**src/rtl/keypad_scanner_if.sv**
```systemverilog
// rtl/keypad_scanner_if.sv - keypad matrix and decoded-key signal bundle
interface keypad_scanner_if #(
  parameter int ROWS   = 4,
  parameter int COLS   = 3,
  parameter int CODE_W = 4
);
  logic [ROWS-1:0]   key_row;
  logic [COLS-1:0]   key_col;
  logic [CODE_W-1:0] key_code;
  logic              key_held;
  logic              key_valid;
  logic              key_release;

  // Scanner side: senses rows, drives column strobes and the decoded key.
  modport master (
    input  key_row,
    output key_col, key_code, key_held, key_valid, key_release
  );

  // Keypad/consumer side.
  modport slave (
    output key_row,
    input  key_col, key_code, key_held, key_valid, key_release
  );
endinterface

```
**src/rtl/keypad_scanner.sv**
```systemverilog
// rtl/keypad_scanner.sv - matrix keypad column scanner with frame debouncer
module keypad_scanner #(
  parameter int ROWS     = 4,
  parameter int COLS     = 3,
  parameter int DIV      = 12500,
  parameter int DEBOUNCE = 4,
  parameter int CODE_W   = 4
) (
  input  logic              clk,
  input  logic              rst,
  keypad_scanner_if.master  bus
);

  localparam int TW = (DIV > 1) ? $clog2(DIV) : 1;

  // Column states; only COL_0..COL_{COLS-1} are ever visited.
  typedef enum logic [2:0] {
    COL_0, COL_1, COL_2, COL_3, COL_4, COL_5, COL_6, COL_7
  } col_state_t;

  localparam col_state_t COL_LAST = col_state_t'(3'(COLS - 1));

  logic [TW-1:0]     tick_cnt;
  logic              tick;
  col_state_t        col_state;
  logic [COLS-1:0]   key_col_q;
  logic [CODE_W-1:0] row_code;
  logic [CODE_W-1:0] frame_code;
  logic [CODE_W-1:0] acc;
  logic [CODE_W-1:0] cand;
  logic [3:0]        stable_cnt;
  logic              frame_end;
  logic [CODE_W-1:0] key_code_q;
  logic              key_held_q;
  logic              key_valid_q;
  logic              key_release_q;

  assign tick      = (tick_cnt == TW'(DIV - 1));
  assign frame_end = tick && (col_state == COL_LAST);

  assign bus.key_col     = key_col_q;
  assign bus.key_code    = key_code_q;
  assign bus.key_held    = key_held_q;
  assign bus.key_valid   = key_valid_q;
  assign bus.key_release = key_release_q;

  // Free-running scan divider; tick marks the last cycle of each column dwell.
  always_ff @(posedge clk or posedge rst) begin
    if (rst) begin
      tick_cnt <= '0;
    end else if (tick) begin
      tick_cnt <= '0;
    end else begin
      tick_cnt <= tick_cnt + TW'(1);
    end
  end

  // Column FSM: advance one column per tick, wrapping after the last column.
  always_ff @(posedge clk or posedge rst) begin
    if (rst) begin
      col_state <= COL_0;
      key_col_q <= COLS'(1);
    end else if (tick) begin
      if (col_state == COL_LAST) begin
        col_state <= COL_0;
        key_col_q <= COLS'(1);
      end else begin
        col_state <= col_state_t'(col_state + 3'd1);
        key_col_q <= key_col_q << 1;
      end
    end
  end

  // Code of the lowest pressed row in the current column; the accumulator
  // keeps the first key found in scan order for the whole frame.
  always_comb begin
    row_code = '0;
    for (int r = ROWS - 1; r >= 0; r--) begin
      if (bus.key_row[r]) begin
        row_code = CODE_W'(r * COLS + int'(col_state) + 1);
      end
    end
    frame_code = (acc != '0) ? acc : row_code;
  end

  // Frame accumulator and debouncer: count consecutive identical frame codes.
  always_ff @(posedge clk or posedge rst) begin
    if (rst) begin
      acc        <= '0;
      cand       <= '0;
      stable_cnt <= 4'(DEBOUNCE);
    end else if (frame_end) begin
      acc <= '0;
      if (frame_code == cand) begin
        if (stable_cnt != 4'(DEBOUNCE)) begin
          stable_cnt <= stable_cnt + 4'd1;
        end
      end else begin
        cand       <= frame_code;
        stable_cnt <= 4'd1;
      end
    end else if (tick) begin
      acc <= frame_code;
    end
  end

  // Commit a stable candidate and emit the matching press/release pulses.
  always_ff @(posedge clk or posedge rst) begin
    if (rst) begin
      key_code_q    <= '0;
      key_held_q    <= 1'b0;
      key_valid_q   <= 1'b0;
      key_release_q <= 1'b0;
    end else begin
      key_valid_q   <= 1'b0;
      key_release_q <= 1'b0;
      if (stable_cnt == 4'(DEBOUNCE) && cand != key_code_q) begin
        key_code_q    <= cand;
        key_held_q    <= (cand != '0);
        key_valid_q   <= (cand != '0);
        key_release_q <= (key_code_q != '0);
      end
    end
  end

endmodule

```
**src/flat_wrapper.sv**
```systemverilog
// flat-port wrapper written by rule: the top's interface ports become plain ports
module keypad_scanner_flat 
#(
  parameter int ROWS     = 4,
  parameter int COLS     = 3,
  parameter int DIV      = 12500,
  parameter int DEBOUNCE = 4,
  parameter int CODE_W   = 4
)
  (clk, rst, bus_key_row, bus_key_col, bus_key_code, bus_key_held, bus_key_valid, bus_key_release);
  keypad_scanner_if #(.ROWS(ROWS), .COLS(COLS), .CODE_W(CODE_W)) bus_i ();
  input  logic clk;
  input  logic rst;
  input wire logic [$bits(bus_i.key_row)-1:0] bus_key_row;
  output wire logic [$bits(bus_i.key_col)-1:0] bus_key_col;
  output wire logic [$bits(bus_i.key_code)-1:0] bus_key_code;
  output wire logic [$bits(bus_i.key_held)-1:0] bus_key_held;
  output wire logic [$bits(bus_i.key_valid)-1:0] bus_key_valid;
  output wire logic [$bits(bus_i.key_release)-1:0] bus_key_release;
  assign bus_i.key_row = bus_key_row;
  assign bus_key_col = bus_i.key_col;
  assign bus_key_code = bus_i.key_code;
  assign bus_key_held = bus_i.key_held;
  assign bus_key_valid = bus_i.key_valid;
  assign bus_key_release = bus_i.key_release;
  keypad_scanner #(.ROWS(ROWS), .COLS(COLS), .DIV(DIV), .DEBOUNCE(DEBOUNCE), .CODE_W(CODE_W)) u_core (.clk(clk), .rst(rst), .bus(bus_i));
endmodule
```
**config.mk**
```make
export PLATFORM = sky130hd
export DESIGN_NAME = keypad_scanner_flat
export DESIGN_NICKNAME = d
export VERILOG_FILES = /design/src/rtl/keypad_scanner_if.sv /design/src/rtl/keypad_scanner.sv /design/src/flat_wrapper.sv
export SDC_FILE = /design/constraint.sdc
export NUM_CORES = 1
export LEC_CHECK = 0
export BUFFER_PORTS_ARGS = -buffer_cell sky130_fd_sc_hd__buf_2
export CAP_MARGIN = 20
export CORE_MARGIN = 4
export CORE_UTILIZATION = 30
export DETAILED_ROUTE_END_ITERATION = 6
export SLEW_MARGIN = 25
export SYNTH_ARGS = -nofsm -noshare
export SYNTH_HDL_FRONTEND = slang
export SYNTH_SLANG_ARGS = --single-unit
```
**constraint.sdc**
```tcl
create_clock -name clk -period 4 [get_ports clk]
set_input_delay 0.4 -clock clk [delete_from_list [all_inputs] [get_ports clk]]
set_output_delay 0.4 -clock clk [all_outputs]
set_load 0.01 [all_outputs]
```
Word level (Yosys, flattened, before mapping)
Index checks and enable logic that the tools add are counted.
{"block": "word_totals", "register_bits": 39, "input_bits": 6, "wordCells": 50}
{"block": "op_classes", "addsub": 10, "eq_ne": 7, "n_mux": 14, "n_bitwise": 1, "n_reduce_logical": 8}
{"op": "$mux W4", "n": 9}
{"op": "$add A14 B1 Y14 const B", "n": 1}
{"op": "$eq A14 B14 Y1 const B", "n": 1}
{"op": "$mux W14", "n": 1}
{"op": "$add A4 B2 Y4 const B", "n": 3}
{"op": "$reduce_bool A4 Y1", "n": 3}
{"op": "$mux W3", "n": 2}
{"op": "$add A2 B3 Y4 const A", "n": 1}
{"op": "$add A3 B1 Y4 const B", "n": 1}
{"op": "$add A3 B3 Y4 const A", "n": 1}
{"op": "$add A4 B1 Y4 const B", "n": 1}
{"op": "$add A4 B3 Y4 const A", "n": 1}
{"op": "$eq A4 B3 Y1 const B", "n": 1}
{"op": "$eq A4 B4 Y1", "n": 1}
{"op": "$ne A4 B3 Y1 const B", "n": 1}
{"op": "$ne A4 B4 Y1", "n": 1}
{"op": "$reduce_and A2 Y1", "n": 2}
{"op": "$add A3 B1 Y3 const B", "n": 1}
{"op": "$eq A3 B2 Y1 const B", "n": 1}
{"op": "$logic_and A1 B1 Y1", "n": 2}
{"op": "$mux W1", "n": 2}
{"op": "$ne A2 B2 Y1 const B", "n": 1}
{"op": "$reduce_bool A2 Y1", "n": 1}
{"op": "$not A1 Y1", "n": 1}

Longest topological paths before layout
{"block": "logic_depth", "word_depth": 10, "depth_mapped": 9, "depth_no_buf": 9}

Worst setup path before layout
No wires, ideal clock.
{"block": "synth_path", "path_kind": "reg-to-reg", "from": "register u_core.col_state[0]", "to": "register u_core.stable_cnt[2]", "setup_time_ns": 0.073, "arrival_time_ns": 2.314, "path_slack_ns": 1.613, "stages_incl_launch_ff": 9, "cell_sequence": "dfrtp_1 inv_1 ha_1 mux2_4 o311ai_2 xnor2_1 a211o_1 a311o_1 a21oi_1"}
{"block": "synth_via", "elab_chain_len": 10}
{"item": "from (decl)", "line": "keypad_scanner.sv:25", "text": "col_state_t col_state;"}
{"item": "from (signal assigned)", "line": "keypad_scanner.sv:68", "text": "col_state <= col_state_t'(col_state + 3'd1);"}
{"item": "$add A4 B3 Y4", "line": "keypad_scanner.sv:80", "text": "row_code = CODE_W'(r * COLS + int'(col_state) + 1);"}
{"item": "$add A4 B2 Y4", "line": "keypad_scanner.sv:80"}
{"item": "$mux W4 (4 in a row)", "line": "keypad_scanner.sv:79", "text": "if (bus.key_row[r]) begin"}
{"item": "$mux W4", "line": "keypad_scanner.sv:83", "text": "frame_code = (acc != '0) ? acc : row_code;"}
{"item": "$eq A4 B4 Y1", "line": "keypad_scanner.sv:94", "text": "if (frame_code == cand) begin"}
{"item": "$ne A2 B2 Y1 (no source line)"}
{"item": "$reduce_and A2 Y1 (no source line)"}
{"item": "to (signal assigned)", "line": "keypad_scanner.sv:91", "text": "stable_cnt <= 4'(DEBOUNCE);"}
{"item": "to (signal assigned)", "line": "keypad_scanner.sv:96", "text": "stable_cnt <= stable_cnt + 4'd1;"}
{"item": "to (decl)", "line": "keypad_scanner.sv:31", "text": "logic [3:0] stable_cnt;"}
Several ways; a longest one is shown, not always the timed one.
A chain may end at the register's enable or synchronous reset.

Final worst setup path
{"block": "layout_path", "from": "register u_core.col_state[0]", "to": "register u_core.stable_cnt[1]"}
The elaborated chain is that of the path after synthesis.

==> results.cfg <==
[status]
status = complete, no violations

[logic_synthesis]
yosysSeqAreaShare_pct = 45.87
synth_top_flop_cell = dfrtp_1
synthDominantCellAreaShare_pct = 43.40
yosys.area.top_type = dfrtp_1
synth_area_um2 = 2133
syn_avg_cell_area_um2 = 9.969
synthArstFlopShare_pct = 100.0
synth_most_common_cell = dfrtp_1
synth_cell_types = 54
synthTopCellsByCount = dfrtp_1 (37), nor2_1 (22), nand2_1 (20)
synth_area_leaders = dfrtp_1 (43%), xnor2_1 (5.3%), ha_1 (5.3%)
yosysWarnings = 0
synth_edf_count = 0
synth.ff_latch_count = 39
synthCells = 214
syn_nets = 229

[floorplan]
io_pins = 16
row_count = 30
start_util_pct = 31.06
die_area_um2 = 8524
coreArea_um2 = 6869
dieWidth_um = 92.33
die_h_um = 92.33

[route]
totalWireLength_um = 4225
drt-vias-per-instance = 4.782
drt_iter0_markers = 41
dr_total_vias = 1578
drtPass1Iterations = 4
wire_per_inst_um = 12.80
ant_nets = 0
route.detailed.drc = 0

[cts]
root_buffer = clkbuf_8
cts_tree = done
post_cts_buffers = 0
cts_hold_buf = 0
clock_latency_ns = 0.30
clk_pin_slew_ns = 0.08
cts_buffers = 5
postCtsResizedCells = 0
cts.path.max_buffers = 2
clkSinkCount = 39
htree_levels = 2

[timing]
slew_violations = 0
fin_skew_ns = 0.007799
fin_tns_setup_ns = 0
finalCritPeriodShare_pct = 65.94
rsz0062_at_grt = false
max_freq_ghz = 0.3791
tightest_slew_ns = 0.5354
hold_viol_final = 0
final-setup-viol-count = 0
slew_headroom_pct = 64.01
period_minus_slack_ns = 2.638

[layout]
drive_above_1_share_pct = 17.52
register_area_um2 = 978.4
antenna_cells = 0
stdcell_area_um2 = 2426
syn2layout_area_growth_pct = 13.72
multi_input_area_um2 = 1087
layout.nets = 248
fillers = 715

[placement]
postPlaceCellArea_um2 = 2313
place_congestion = 0.7699
hpwl_um = 2979
numPortBuffers = 15

[setup_path]
cp.required_ns = 4.24
r2r_slack_ns = 1.36
cp-endpoint = u_core.stable_cnt[1]
cp_max_fo = 7
crit_path_end_kind = flop
startpoint = u_core.col_state[0]
critPathLaunchType = flop
rr_endpoint = u_core.stable_cnt[1]
worst_r2r_startpoint = u_core.col_state[0]
criticalPathCategory = reg -> reg
arrival_ns = 2.87
r2r.worst_path.cells = 8

[grt]
grt_max_degree = 40
grtUsageTotal_pct = 11.23
antenna_found_initial = 0
grt_pass1_wl_um = 7638
grt_overflow = 0
grt_pass1_vias = 1624

[power_and_ir_drop]
leakage_nw = 1.040
cellPowerDensity_nw_per_um2 = 309.9
peakVddDrop_uv = 104.2

[hold_path]
hold_path.class = in -> async

[run]
maxCapViolCount = 0
-- state kept, by name (all words and copies together) (netlist names), 3 cells and up --
name / flops
u_core.acc: 4
u_core.bus.key_code: 4
u_core.bus.key_col: 3
u_core.cand: 4
u_core.col_state: 3
u_core.stable_cnt: 4
u_core.tick_cnt: 14
-- cell type report --
class | instances | area share (%)
multi-input cells | 160 | 44.82
inverters | 10 | 1.547
flip-flops and latches | 39 | 40.33
clock buffers | 5 | 2.837
repair buffers | 17 | 3.713
clock inverters | 3 | 1.805
well taps | 96 | 4.951
-- worst min-delay path by stage --
| stage | slack [ns] | cells after the start | to |
|---|---|---|---|
| final | 0.21 | 3 | u_core.tick_cnt[9] |
| after CTS | 0.23 | 3 | u_core.tick_cnt[9] |
| after detailed placement | 0.45 | 2 | u_core.bus.key_col[2] |
| after global routing | 0.27 | 3 | u_core.tick_cnt[9] |
| after floorplan | 0.45 | 1 | u_core.tick_cnt[11] |
| after global placement | 0.45 | 2 | u_core.bus.key_col[2] |
-- layout by cell type (no fill, tap or decap), types with 2 or more instances in the layout --
cell        n
nor2_1     22
clkbuf_8    5
xor2_1      9
buf_4       2
o21ai_0     7
o2111ai_1   2
nand4_1     3
ha_1        9
buf_2      15
a21o_1      2
nor3_1      4
nand3_1    13
nand2_1    20
o31ai_1     2
mux2i_1     2
and2_1      2
xnor2_1    13
a21oi_1     9
nand2b_1    2
dfrtp_1    37
nor4_1      3
or4_1       2
mux2_2      4
dfstp_2     2
and3_1      2
nand3b_1    2
inv_1       9
-- stage by stage --
stage               worst slack (ns)  total power [mW]  utilization, %  cells  hold WS [ns]
floorplan                      1.613            0.4178               -    214        0.4515
global placement               1.443            0.4266           33.68    322        0.4529
detailed placement             1.351            0.4271           33.68    322        0.4546
CTS                            1.344            0.7632           35.32    330        0.2337
global route                   1.223            0.7786           35.32    330        0.2688
finish                         1.362            0.7519           35.32    330        0.2116
-- layer usage --
metal / up-vias / global-route usage, % / part of all wire, %
met2: 22 / 17.95 / 47
li1: 798 / - / -
met5: - / 0 / 0
met3: 7 / 2.518 / 3.3
met1: 751 / 14.39 / 48
met4: 0 / 5.198 / 1.7
-- worst max-delay path: stages (launching register included) --
cell and delay [ns]:
dfrtp_1 0.45, inv_1 0.11, ha_1 0.35, mux2_4 0.31, o311ai_2 0.33, xnor2_1 0.12, a211o_1 0.38, o31ai_1 0.34
a22o_1 0.19
-- kinds of logic (layout without fill, tap and decap cells) --
| kind of cell | Yosys count | in the layout | synth area share, % |
|---|---|---|---|
| adders and majority gates | 9 | 9 | 5.279 |
| buffers and inverters | 15 | 35 | 3.166 |
| muxes | 7 | 7 | 3.753 |
| and+or+nand+nor | 85 | 85 | 20.59 |
| AOI/OAI and AO/OA | 37 | 37 | 12.32 |
| xor gates and xnor gates | 22 | 22 | 9.033 |
| DFF | 39 | 39 | 45.87 |
-- report_power, final --
part           total (mW)  leakage, nW  internal, mW  switching, mW
Sequential          0.394        0.471         0.394              0
Combinational      0.0243        0.510       0.00817         0.0161
Clock               0.334       0.0581         0.186          0.148
Power figures use the tool's default switching activity.
